File: config.mk
export PLATFORM = sky130hd
export DESIGN_NAME = paddle_ctrl
export DESIGN_NICKNAME = d
export VERILOG_FILES = /design/src/rtl/paddle_pkg.sv /design/src/rtl/paddle_axis.sv /design/src/rtl/paddle_ctrl.sv
export SDC_FILE = /design/constraint.sdc
export NUM_CORES = 1
export LEC_CHECK = 0
export CORE_ASPECT_RATIO = 0.75
export CORE_UTILIZATION = 35
export CTS_CLUSTER_SIZE = 28
export DETAILED_ROUTE_END_ITERATION = 8
export GPL_ROUTABILITY_DRIVEN = 1
export SLEW_MARGIN = 20
export SYNTH_ARGS = -nofsm -noshare
export SYNTH_HDL_FRONTEND = slang
export SYNTH_SLANG_ARGS = --single-unit
File: constraint.sdc
create_clock -name clk -period 4.15 [get_ports clk]
set_input_delay 0.83 -clock clk [delete_from_list [all_inputs] [get_ports clk]]
set_output_delay 0.83 -clock clk [all_outputs]
set_load 0.02 [all_outputs]
File: src/rtl/paddle_pkg.sv
// Shared paddle definitions: FSM encoding, playfield geometry defaults and
// the clamped position update used by both paddle axes.
package paddle_pkg;

  typedef enum logic [2:0] {
    S_IDLE = 3'b001,
    S_UP   = 3'b010,
    S_DOWN = 3'b100
  } paddle_state_t;

  localparam int unsigned TICK_DIV_DEF    = 500000;
  localparam int unsigned DEB_CYCLES_DEF  = 250000;
  localparam int unsigned STEP_DEF        = 4;
  localparam int unsigned ACCEL_TICKS_DEF = 16;
  localparam int unsigned POS_MIN_DEF     = 50;
  localparam int unsigned POS_MAX_DEF     = 431;
  localparam int unsigned POS_RST_DEF     = 245;
  localparam int unsigned PADDLE_HALF     = 45;

  // Widened signed arithmetic so a step past either edge clamps instead of wrapping.
  function automatic logic [9:0] move_clamped(input logic [9:0]  pos,
                                              input logic [10:0] step,
                                              input logic        dir_up,
                                              input logic [9:0]  lo,
                                              input logic [9:0]  hi);
    logic signed [11:0] t;
    if (dir_up) t = $signed({2'b00, pos}) - $signed({1'b0, step});
    else        t = $signed({2'b00, pos}) + $signed({1'b0, step});
    if (t < $signed({2'b00, lo})) return lo;
    if (t > $signed({2'b00, hi})) return hi;
    return t[9:0];
  endfunction

endpackage

File: src/rtl/paddle_axis.sv
// One paddle: button synchronisers and debouncers, hold/accelerate FSM,
// and the clamped centre position.
module paddle_axis
  import paddle_pkg::*;
#(
  parameter int unsigned DEB_CYCLES  = DEB_CYCLES_DEF,
  parameter int unsigned STEP        = STEP_DEF,
  parameter int unsigned ACCEL_TICKS = ACCEL_TICKS_DEF,
  parameter int unsigned POS_MIN     = POS_MIN_DEF,
  parameter int unsigned POS_MAX     = POS_MAX_DEF,
  parameter int unsigned POS_RST     = POS_RST_DEF
) (
  input  logic       clk,
  input  logic       reset,
  input  logic       btn_up,
  input  logic       btn_down,
  input  logic       tick,
  input  logic       freeze,
  input  logic       recentre,
  output logic [9:0] position,
  output logic       moving
);

  localparam int unsigned     DW       = (DEB_CYCLES > 1) ? $clog2(DEB_CYCLES) : 1;
  localparam logic [DW-1:0]   DEB_LAST = DW'(DEB_CYCLES - 1);
  localparam logic [4:0]      ACCEL    = 5'(ACCEL_TICKS);

  logic [1:0]         raw;
  logic [1:0]         sync_a;
  logic [1:0]         sync_b;
  logic [1:0]         level;
  logic [1:0][DW-1:0] deb_cnt;
  logic               up;
  logic               dn;

  paddle_state_t      state;
  logic [4:0]         hold_cnt;
  logic [10:0]        step;

  assign raw = {btn_down, btn_up};
  assign up  = level[0];
  assign dn  = level[1];

  always_ff @(posedge clk or posedge reset) begin
    if (reset) begin
      sync_a  <= '0;
      sync_b  <= '0;
      level   <= '0;
      deb_cnt <= '0;
    end else begin
      sync_a <= raw;
      sync_b <= sync_a;
      for (int unsigned i = 0; i < 2; i++) begin
        if (sync_b[i] != level[i]) begin
          if (deb_cnt[i] == DEB_LAST) begin
            level[i]   <= ~level[i];
            deb_cnt[i] <= '0;
          end else begin
            deb_cnt[i] <= deb_cnt[i] + 1'b1;
          end
        end else begin
          deb_cnt[i] <= '0;
        end
      end
    end
  end

  assign step = (hold_cnt < ACCEL) ? 11'(STEP) : 11'(2 * STEP);

  // Motion keys off the registered state, so a tick on the cycle the FSM
  // leaves UP/DOWN still applies one last step.
  always_ff @(posedge clk or posedge reset) begin
    if (reset) begin
      state    <= S_IDLE;
      hold_cnt <= '0;
      position <= 10'(POS_RST);
      moving   <= 1'b0;
    end else begin
      if (freeze) begin
        state    <= S_IDLE;
        moving   <= 1'b0;
        hold_cnt <= '0;
      end else begin
        case (state)
          S_IDLE: begin
            hold_cnt <= '0;
            if (up && !dn) begin
              state  <= S_UP;
              moving <= 1'b1;
            end else if (dn && !up) begin
              state  <= S_DOWN;
              moving <= 1'b1;
            end else begin
              moving <= 1'b0;
            end
          end
          S_UP: begin
            if (!up || dn) begin
              state    <= S_IDLE;
              moving   <= 1'b0;
              hold_cnt <= '0;
            end else if (tick && hold_cnt < ACCEL) begin
              hold_cnt <= hold_cnt + 5'd1;
            end
          end
          S_DOWN: begin
            if (!dn || up) begin
              state    <= S_IDLE;
              moving   <= 1'b0;
              hold_cnt <= '0;
            end else if (tick && hold_cnt < ACCEL) begin
              hold_cnt <= hold_cnt + 5'd1;
            end
          end
          default: begin
            state    <= S_IDLE;
            moving   <= 1'b0;
            hold_cnt <= '0;
          end
        endcase
      end

      if (recentre) begin
        position <= 10'(POS_RST);
        hold_cnt <= '0;
      end else if (!freeze && tick && state == S_UP) begin
        position <= move_clamped(position, step, 1'b1, 10'(POS_MIN), 10'(POS_MAX));
      end else if (!freeze && tick && state == S_DOWN) begin
        position <= move_clamped(position, step, 1'b0, 10'(POS_MIN), 10'(POS_MAX));
      end
    end
  end

endmodule

File: src/rtl/paddle_ctrl.sv
// Converts the four raw player buttons into the two paddle centre positions;
// owns the reset synchroniser, the shared movement tick and both paddle axes.
module paddle_ctrl
  import paddle_pkg::*;
#(
  parameter int unsigned TICK_DIV    = TICK_DIV_DEF,
  parameter int unsigned DEB_CYCLES  = DEB_CYCLES_DEF,
  parameter int unsigned STEP        = STEP_DEF,
  parameter int unsigned ACCEL_TICKS = ACCEL_TICKS_DEF,
  parameter int unsigned POS_MIN     = POS_MIN_DEF,
  parameter int unsigned POS_MAX     = POS_MAX_DEF,
  parameter int unsigned POS_RST     = POS_RST_DEF
) (
  input  logic       clk,
  input  logic       reset,
  input  logic       p1_up,
  input  logic       p1_down,
  input  logic       p2_up,
  input  logic       p2_down,
  input  logic       freeze,
  input  logic       recentre,
  output logic [9:0] p1_position,
  output logic [9:0] p2_position,
  output logic       p1_moving,
  output logic       p2_moving
);

  localparam int unsigned   TW        = (TICK_DIV > 1) ? $clog2(TICK_DIV) : 1;
  localparam logic [TW-1:0] TICK_LAST = TW'(TICK_DIV - 1);

  logic [1:0]    rst_pipe;
  logic          rst_int;
  logic [TW-1:0] tick_cnt;
  logic          tick;

  // Reset asserts immediately and releases two clocks later, in step with clk.
  always_ff @(posedge clk or posedge reset) begin
    if (reset) rst_pipe <= '1;
    else       rst_pipe <= {rst_pipe[0], 1'b0};
  end

  assign rst_int = rst_pipe[1];
  assign tick    = (tick_cnt == TICK_LAST);

  always_ff @(posedge clk or posedge rst_int) begin
    if (rst_int)   tick_cnt <= '0;
    else if (tick) tick_cnt <= '0;
    else           tick_cnt <= tick_cnt + 1'b1;
  end

  paddle_axis #(
    .DEB_CYCLES  (DEB_CYCLES),
    .STEP        (STEP),
    .ACCEL_TICKS (ACCEL_TICKS),
    .POS_MIN     (POS_MIN),
    .POS_MAX     (POS_MAX),
    .POS_RST     (POS_RST)
  ) u_p1 (
    .clk      (clk),
    .reset    (rst_int),
    .btn_up   (p1_up),
    .btn_down (p1_down),
    .tick     (tick),
    .freeze   (freeze),
    .recentre (recentre),
    .position (p1_position),
    .moving   (p1_moving)
  );

  paddle_axis #(
    .DEB_CYCLES  (DEB_CYCLES),
    .STEP        (STEP),
    .ACCEL_TICKS (ACCEL_TICKS),
    .POS_MIN     (POS_MIN),
    .POS_MAX     (POS_MAX),
    .POS_RST     (POS_RST)
  ) u_p2 (
    .clk      (clk),
    .reset    (rst_int),
    .btn_up   (p2_up),
    .btn_down (p2_down),
    .tick     (tick),
    .freeze   (freeze),
    .recentre (recentre),
    .position (p2_position),
    .moving   (p2_moving)
  );

endmodule
After elaboration in Yosys (flattened, before gate mapping)
Cells that the tools add are included.
{ "op_classes": {"eq_ne": 21, "n_mul": 0, "div_mod_pow": 0, "n_lt_le_gt_ge": 10, "n_bitwise": 4, "add_sub_neg": 11, "n_reduce_logical": 30, "mux": 111, "shifts": 0} }
{ "op_table": {"columns": ["cell", "count"], "rows": [
  ["two-way mux 10 bit", 22],
  ["two-way mux 18 bit", 8],
  ["two-way mux 12 bit", 10],
  ["adder 18 x 1 -> 18 bit, second input constant", 4],
  ["== test 18 bit, second input constant", 4],
  ["two-way mux 5 bit", 10],
  ["> comparator 12 x 10 -> 1 bit, second input constant", 4],
  ["less-than comparator 12 x 7 -> 1 bit, second input constant", 4],
  ["two-way mux 1 bit", 42],
  ["two-way mux 3 bit", 10],
  ["adder 10 x 11 -> 12 bit", 2],
  ["subtractor 10 x 11 -> 12 bit", 2],
  ["one-hot mux 5 bit (2 select lines)", 2],
  ["adder 19 x 1 -> 19 bit, second input constant", 1],
  ["== test 19 bit, second input constant", 1],
  ["two-way mux 19 bit", 1],
  ["one-hot mux 3 bit (3 select lines)", 2],
  ["inequality test 3 x 2 -> 1 bit, second input constant", 4],
  ["AND reduction 2 bit", 6],
  ["logical AND 1 bit", 11],
  ["adder 5 x 1 -> 5 bit, second input constant", 2],
  ["less-than comparator 5 bit, second input constant", 2],
  ["two-way mux 4 bit", 2],
  ["inequality test 4 x 2 -> 1 bit, second input constant", 2],
  ["other kinds (10)", 29]
]} }
{ "totals": {"register_bits": 143, "out_inout_bits": 22, "mem_count": 0, "word_cells": 209, "latchBits": 0, "rom_bits": 0, "ramBits": 0, "in_bits": 8} }

Longest topological paths before layout
{ "depth": {"depth_word": 20, "ltp_mapped": 11, "depth_no_buf": 10} }

By module
Synthesis repeated with hierarchy kept, for this count alone.
{ "unflattened": {"hier_cells": 884, "hier_area_um2": 8167.8} }
{ "modules_own_cells": {"columns": ["module", "seq_area_each_um2", "cells_each", "area_per_inst_um2", "instances"], "rows": [
  ["paddle_axis at u_p2", 1535.2, 393, 3597.2, 1],
  ["paddle_axis at u_p1", 1535.2, 395, 3575.9, 1],
  ["paddle_ctrl", 528.0, 96, 994.7, 1]
]} }

Worst setup path after synthesis
No wires, ideal clock.
{ "synth_timing": {"path_type": "register to register", "from": "register u_p2.position[2]", "to": "register u_p2.position[7]", "period_less_slack_ns": 2.850, "arrival_ns": 2.766, "setup_time_ns": 0.083, "setup_slack_ns": 1.300, "path_buffers": 1, "required_ns": 4.067, "stages_incl_launch_ff": 12, "cell_sequence": "dfstp_2 inv_1 ha_1 fa_1 clkbuf_8 nand3b_1 a21oi_1 or3_4 a211oi_2 nor3_1 a211o_1 o32a_1"} }
{ "synth_between": {"elab_chain_len": 15, "elab_cells_between_ends": 36, "cone_classes": "2 x add/sub; 4 x order compare; 30 x mux"} }
{ "synth_rtl": {"columns": ["item", "line_no", "text"], "rows": [
  ["start: declaration", "paddle_axis.sv:20", "output logic [9:0] position,"],
  ["start signal: assignment", "paddle_axis.sv:76", "position <= 10'(POS_RST);"],
  ["start signal: assignment", "paddle_axis.sv:124", "position <= 10'(POS_RST);"],
  ["start signal: assignment", "paddle_axis.sv:127", "position <= move_clamped(position, step, 1'b1, 10'(POS_MIN), 10'(POS_MAX));"],
  ["adder 10 x 11 -> 12 bit", null, null],
  ["two-way mux 12 bit", "paddle_axis.sv:128", "end else if (!freeze && tick && state == S_DOWN) begin"],
  ["two-way mux 12 bit", "paddle_axis.sv:126", "end else if (!freeze && tick && state == S_UP) begin"],
  ["two-way mux 12 bit", "paddle_axis.sv:123", "if (recentre) begin"],
  ["> comparator 12 x 10 -> 1 bit", "paddle_pkg.sv:30", "if (t > $signed({2'b00, hi})) return hi;"],
  ["two-way mux 1 bit (2 in series)", "paddle_pkg.sv:30", null],
  ["two-way mux 1 bit", "paddle_axis.sv:128", null],
  ["two-way mux 1 bit", "paddle_axis.sv:126", null],
  ["two-way mux 1 bit", "paddle_axis.sv:123", null],
  ["two-way mux 10 bit", "paddle_pkg.sv:31", "return t[9:0];"],
  ["two-way mux 10 bit", "paddle_pkg.sv:30", null],
  ["two-way mux 10 bit", "paddle_axis.sv:128", null],
  ["two-way mux 10 bit (*)", "paddle_axis.sv:126", null],
  ["two-way mux 10 bit (*)", "paddle_axis.sv:123", null]
]} }
Every way passes the cells marked *; elsewhere a longest branch is shown, timed or not. The select of a mux whose other input is x is not followed.
A chain may end at the register's enable or synchronous reset.

Worst setup path in the final report
{ "layout_timing": {"from": "register u_p2.hold_cnt[4]", "to": "register u_p2.position[2]"} }
{ "layout_between": {"elab_chain_len": 17, "elab_cells_between_ends": 38, "cone_classes": "2 x add/sub; 5 x order compare; 31 x mux"} }
{ "layout_rtl": {"columns": ["item", "line_no", "text"], "rows": [
  ["start: declaration", "paddle_axis.sv:37", "logic [4:0] hold_cnt;"],
  ["start signal: assignment", "paddle_axis.sv:103", "hold_cnt <= hold_cnt + 5'd1;"],
  ["start signal: assignment", "paddle_axis.sv:112", "hold_cnt <= hold_cnt + 5'd1;"],
  ["less-than comparator 5 bit (*)", "paddle_axis.sv:68", "assign step = (hold_cnt < ACCEL) ? 11'(STEP) : 11'(2 * STEP);"],
  ["two-way mux 4 bit (*)", "paddle_axis.sv:68", null],
  ["adder 10 x 11 -> 12 bit", null, null],
  ["two-way mux 12 bit", "paddle_axis.sv:128", null],
  ["two-way mux 12 bit", "paddle_axis.sv:126", null],
  ["two-way mux 12 bit", "paddle_axis.sv:123", null],
  ["> comparator 12 x 10 -> 1 bit", "paddle_pkg.sv:30", null],
  ["two-way mux 1 bit (2 in series)", "paddle_pkg.sv:30", null],
  ["two-way mux 1 bit", "paddle_axis.sv:128", null],
  ["two-way mux 1 bit", "paddle_axis.sv:126", null],
  ["two-way mux 1 bit", "paddle_axis.sv:123", null],
  ["two-way mux 10 bit", "paddle_pkg.sv:31", null],
  ["two-way mux 10 bit", "paddle_pkg.sv:30", null],
  ["two-way mux 10 bit", "paddle_axis.sv:128", null],
  ["two-way mux 10 bit (*)", "paddle_axis.sv:126", null],
  ["two-way mux 10 bit (*)", "paddle_axis.sv:123", null],
  ["end signal: assignment", "paddle_axis.sv:124", null],
  ["end signal: assignment", "paddle_axis.sv:127", null],
  ["end signal: assignment", "paddle_axis.sv:129", "position <= move_clamped(position, step, 1'b0, 10'(POS_MIN), 10'(POS_MAX));"]
]} }
Marked as above.

==> key figures <==
Routing
  – Drc violations: 8
  – DRT antenna net count: 0
  – Via count: 6,393
  – Vias/cell: 5.26
  – Initial DRT Pass Iterations: 7
  – DRT iter0 DRCs: 433
  – Post-detailed-route wirelength per cell: 14.4 microns
  – Final wirelength: 17,500 microns

Cells and area
  – Fin cells: 1,215
  – Fillers: 2,275
  – Share of layout cells above drive strength 1: 0.0896
  – ANT cells: 0
  – Area Overhead vs Synth: 12.8%
  – Number of nets in the layout: 933

CTS
  – Num CTS Buffers: 17
  – Post-CTS sizing: 0
  – Maximum clock path buffer count: 2
  – Clock Sink Count: 143
  – H-Tree Level Count: 4
  – Setup Fix Bufs, Post-CTS: 0
  – Cts hold-fix bufs: 0
  – Clk_lat worst skew: 420 ps
  – CTS Root Cell: clkbuf_16
  – CTS tree: yes
  – Reg clk slew, reported paths: 60 ps

STA
  – Worst-margin pin slew: 963 ps
  – Final hold vios: 0
  – F_max: 317 MHz
  – Slew Limit Fails: 0
  – Clock skew: 10.3 ps
  – Post-route setup TNS: 0 ps
  – Relative slew slack: 0.356
  – # setup viols final: 0
  – RSZ-0062 raised after global routing: false
  – Part of the cycle the worst path needs: 0.761
  – Final min period: 3160 ps

Floorplanning
  – I/O pin count: 30
  – Initial Util: 0.358
  – Die extent in x: 179 microns
  – # rows: 48
  – Die area: 0.0242 sq mm
  – DIE HEIGHT: 135 microns
  – CORE AREA: 0.0231 sq mm

Synth
  – Post-Syn Nets: 926
  – Top FF cell, synth: dfrtp_1
  – Asr flop ratio synth: 1.00
  – Post-synthesis sequential area ratio: 0.435
  – Post-synth EDFFs: 0
  – Synth cell count leaders: 138 x nor2_1, 127 x dfrtp_1, 61 x nand2_1
  – Library cells used by synthesis: 90
  – Most common cell in the netlist: nor2_1
  – Synth Register Bits: 143
  – YS warnings: 0
  – Cell Area, Synth: 0.00827 sq mm
  – Largest area contributor in the netlist: dfrtp_1
  – Avg Synthesized Cell Area: 9.24 sq um
  – Top-area cell type share of the netlist area: 0.384
  – Synth area leaders: dfrtp_1 38%, nor2_1 6.3%, dfstp_2 5.1%
  – Syn Inst Count: 895

Power and ir drop
  – Worst-case vdd ir drop: 0.262 mV
  – Power Dens Cells: 327 mW/mm^2
  – Pleak: 3.80 nW
  – Total power: 3.04 mW

Outcome
  – Failing checks: DRC
  – Status: finished, violations left

GRT
  – First-pass GRT wire length: 30,100 microns
  – Antenna violations before repair: 0
  – Number of global-route vias before repair: 5,965
  – Total track usage: 0.153
  – GRT overflow: 0
  – Largest net degree at the start of global routing: 66

Worst setup path
  – Worst EP required: 4490 ps
  – Worst Setup End Kind: register
  – Reg2reg start: u_p2.hold_cnt[4]
  – R2R depth: 10
  – CP dominant cell by count: nor3_1
  – Arr. time, crit path: 3490 ps
  – Reg2reg end: u_p2.position[2]
  – Nature of the critical path startpoint: register
  – CP max stage delay: 540 ps
  – R2R Setup Slk: 990 ps
  – CP cell instances: inv_1 -> ha_1 -> fa_1 -> or3b_2 -> nor3_1 -> or3_4 -> a211oi_2 -> nor3_1 -> a211o_1 -> o32a_1
  – Slowest stage cell, crit path: fa_1
  – CP startpoint: u_p2.hold_cnt[4]
  – Cell family with most CP delay: compound AO/OA/AOI/OAI gates
  – Critical path buffer and inverter count: 1
  – Crit path max fanout: 11
  – Type of the worst setup path: register to register

Min path
  – Worst Hold Class: register to asynchronous set/reset pin

Flow run
  – Max-Cap Viols: 0

Placed design
  – Post-DP HPWL: 12,000 microns
  – Placed cells: 1,183
  – Port Buffer Count: 29
  – Routability cong.: 0.893
[worst reg2reg max path, cell delays in order, from the launching register on]
cell      delay, ps
dfrtp_1         460
inv_1           140
ha_1            240
fa_1            550
or3b_2          270
nor3_1           40
or3_4           350
a211oi_2        430
nor3_1           90
a211o_1         330
o32a_1          180
[how the worst max path moves through the flow]
| stage | to | cells after the start | slack, ps |
|---|---|---|---|
| detailed placement | u_p2.position[7] | 8 | 920 |
| CTS | u_p2.position[2] | 10 | 1000 |
| floorplan | tick_cnt[0] | 1 | 60 |
| global placement | u_p2.position[7] | 8 | 1000 |
| finish | u_p2.position[2] | 10 | 990 |
| global route | u_p1.position[3] | 9 | 750 |
[sequential cells by signal (all words and copies together) (netlist names), 3 cells and up]
name / count
tick_cnt: 19
u_p1.deb_cnt: 36
u_p1.hold_cnt: 5
u_p1.position: 10
u_p1.state: 3
u_p2.deb_cnt: 36
u_p2.hold_cnt: 5
u_p2.position: 10
u_p2.state: 3
[metrics by stage]
step | setup WS (ps) | hold WS (ps) | area [sq um] | util
floorplan | 60.4 | 331 | 8270 | -
global placement | 1000 | 332 | 8730 | 0.379
detailed placement | 918 | 336 | 8730 | 0.379
CTS | 1000 | 349 | 9320 | 0.404
global route | 750 | 356 | 9320 | 0.404
finish | 991 | 308 | 9320 | 0.404
[routing by layer]
metal,GRT usage,part of all wire
met3,0.0329,0.044
met5,0,0
met2,0.225,0.42
met1,0.226,0.53
met4,0.0407,0.0062
[cell families (layout without fill, tap and decap cells)]
logic type                 Yosys count  in the layout  synth area share
DFF                                143            143             0.435
AOI/OAI and AO/OA                  147            147             0.125
muxes                                8              8           0.00999
xor gates and xnor gates            86             86            0.0911
and+or+nand+nor                    411            411             0.257
other                                1              1          0.000454
buffers and inverters               75             95            0.0418
adders and majority gates           24             24            0.0397
[where the power goes]
part,leakage [nW],total [mW],switching (mW),internal [mW]
clock network,0.289,1.53,0.618,0.911
registers,1.90,1.43,0.0166,1.41
logic,1.61,0.0865,0.0584,0.0281
total,3.80,3.04,0.693,2.35
[layout by cell type (no fill, tap or decap), types with 4 or more instances in the layout]
master and n:
or3_1 13, ha_1 19, o21a_1 8, nand3b_1 6, o21ai_0 31, clkdlybuf4s50_1 29, a21oi_1 34, dfrtp_1 127
nor2b_1 13, o31ai_1 4, nor2_1 138, nor3_1 27, inv_6 5, nand2b_1 12, nand3_1 46, xnor2_1 47
nand2_1 61, fa_1 4, a211oi_1 4, clkbuf_16 17, o311ai_0 4, nand4_1 22, mux2i_1 6, nor4b_1 7
nor4_1 8, and4_1 7, xor2_1 39, or2_2 4, and3_1 18, and2_1 5, inv_1 30, dfstp_2 16
o32a_1 4
[area by class of cell]
cell class	instances	area, sq um	share of cell area
tap	300	375	0.0403
clock buffer	18	439	0.0471
clock inverter	14	154	0.0165
multi-input combinational	677	4320	0.464
inverter	31	121	0.0130
sequential	143	3600	0.386
timing repair buffer	32	313	0.0336
(Power assumes the default switching activity.)
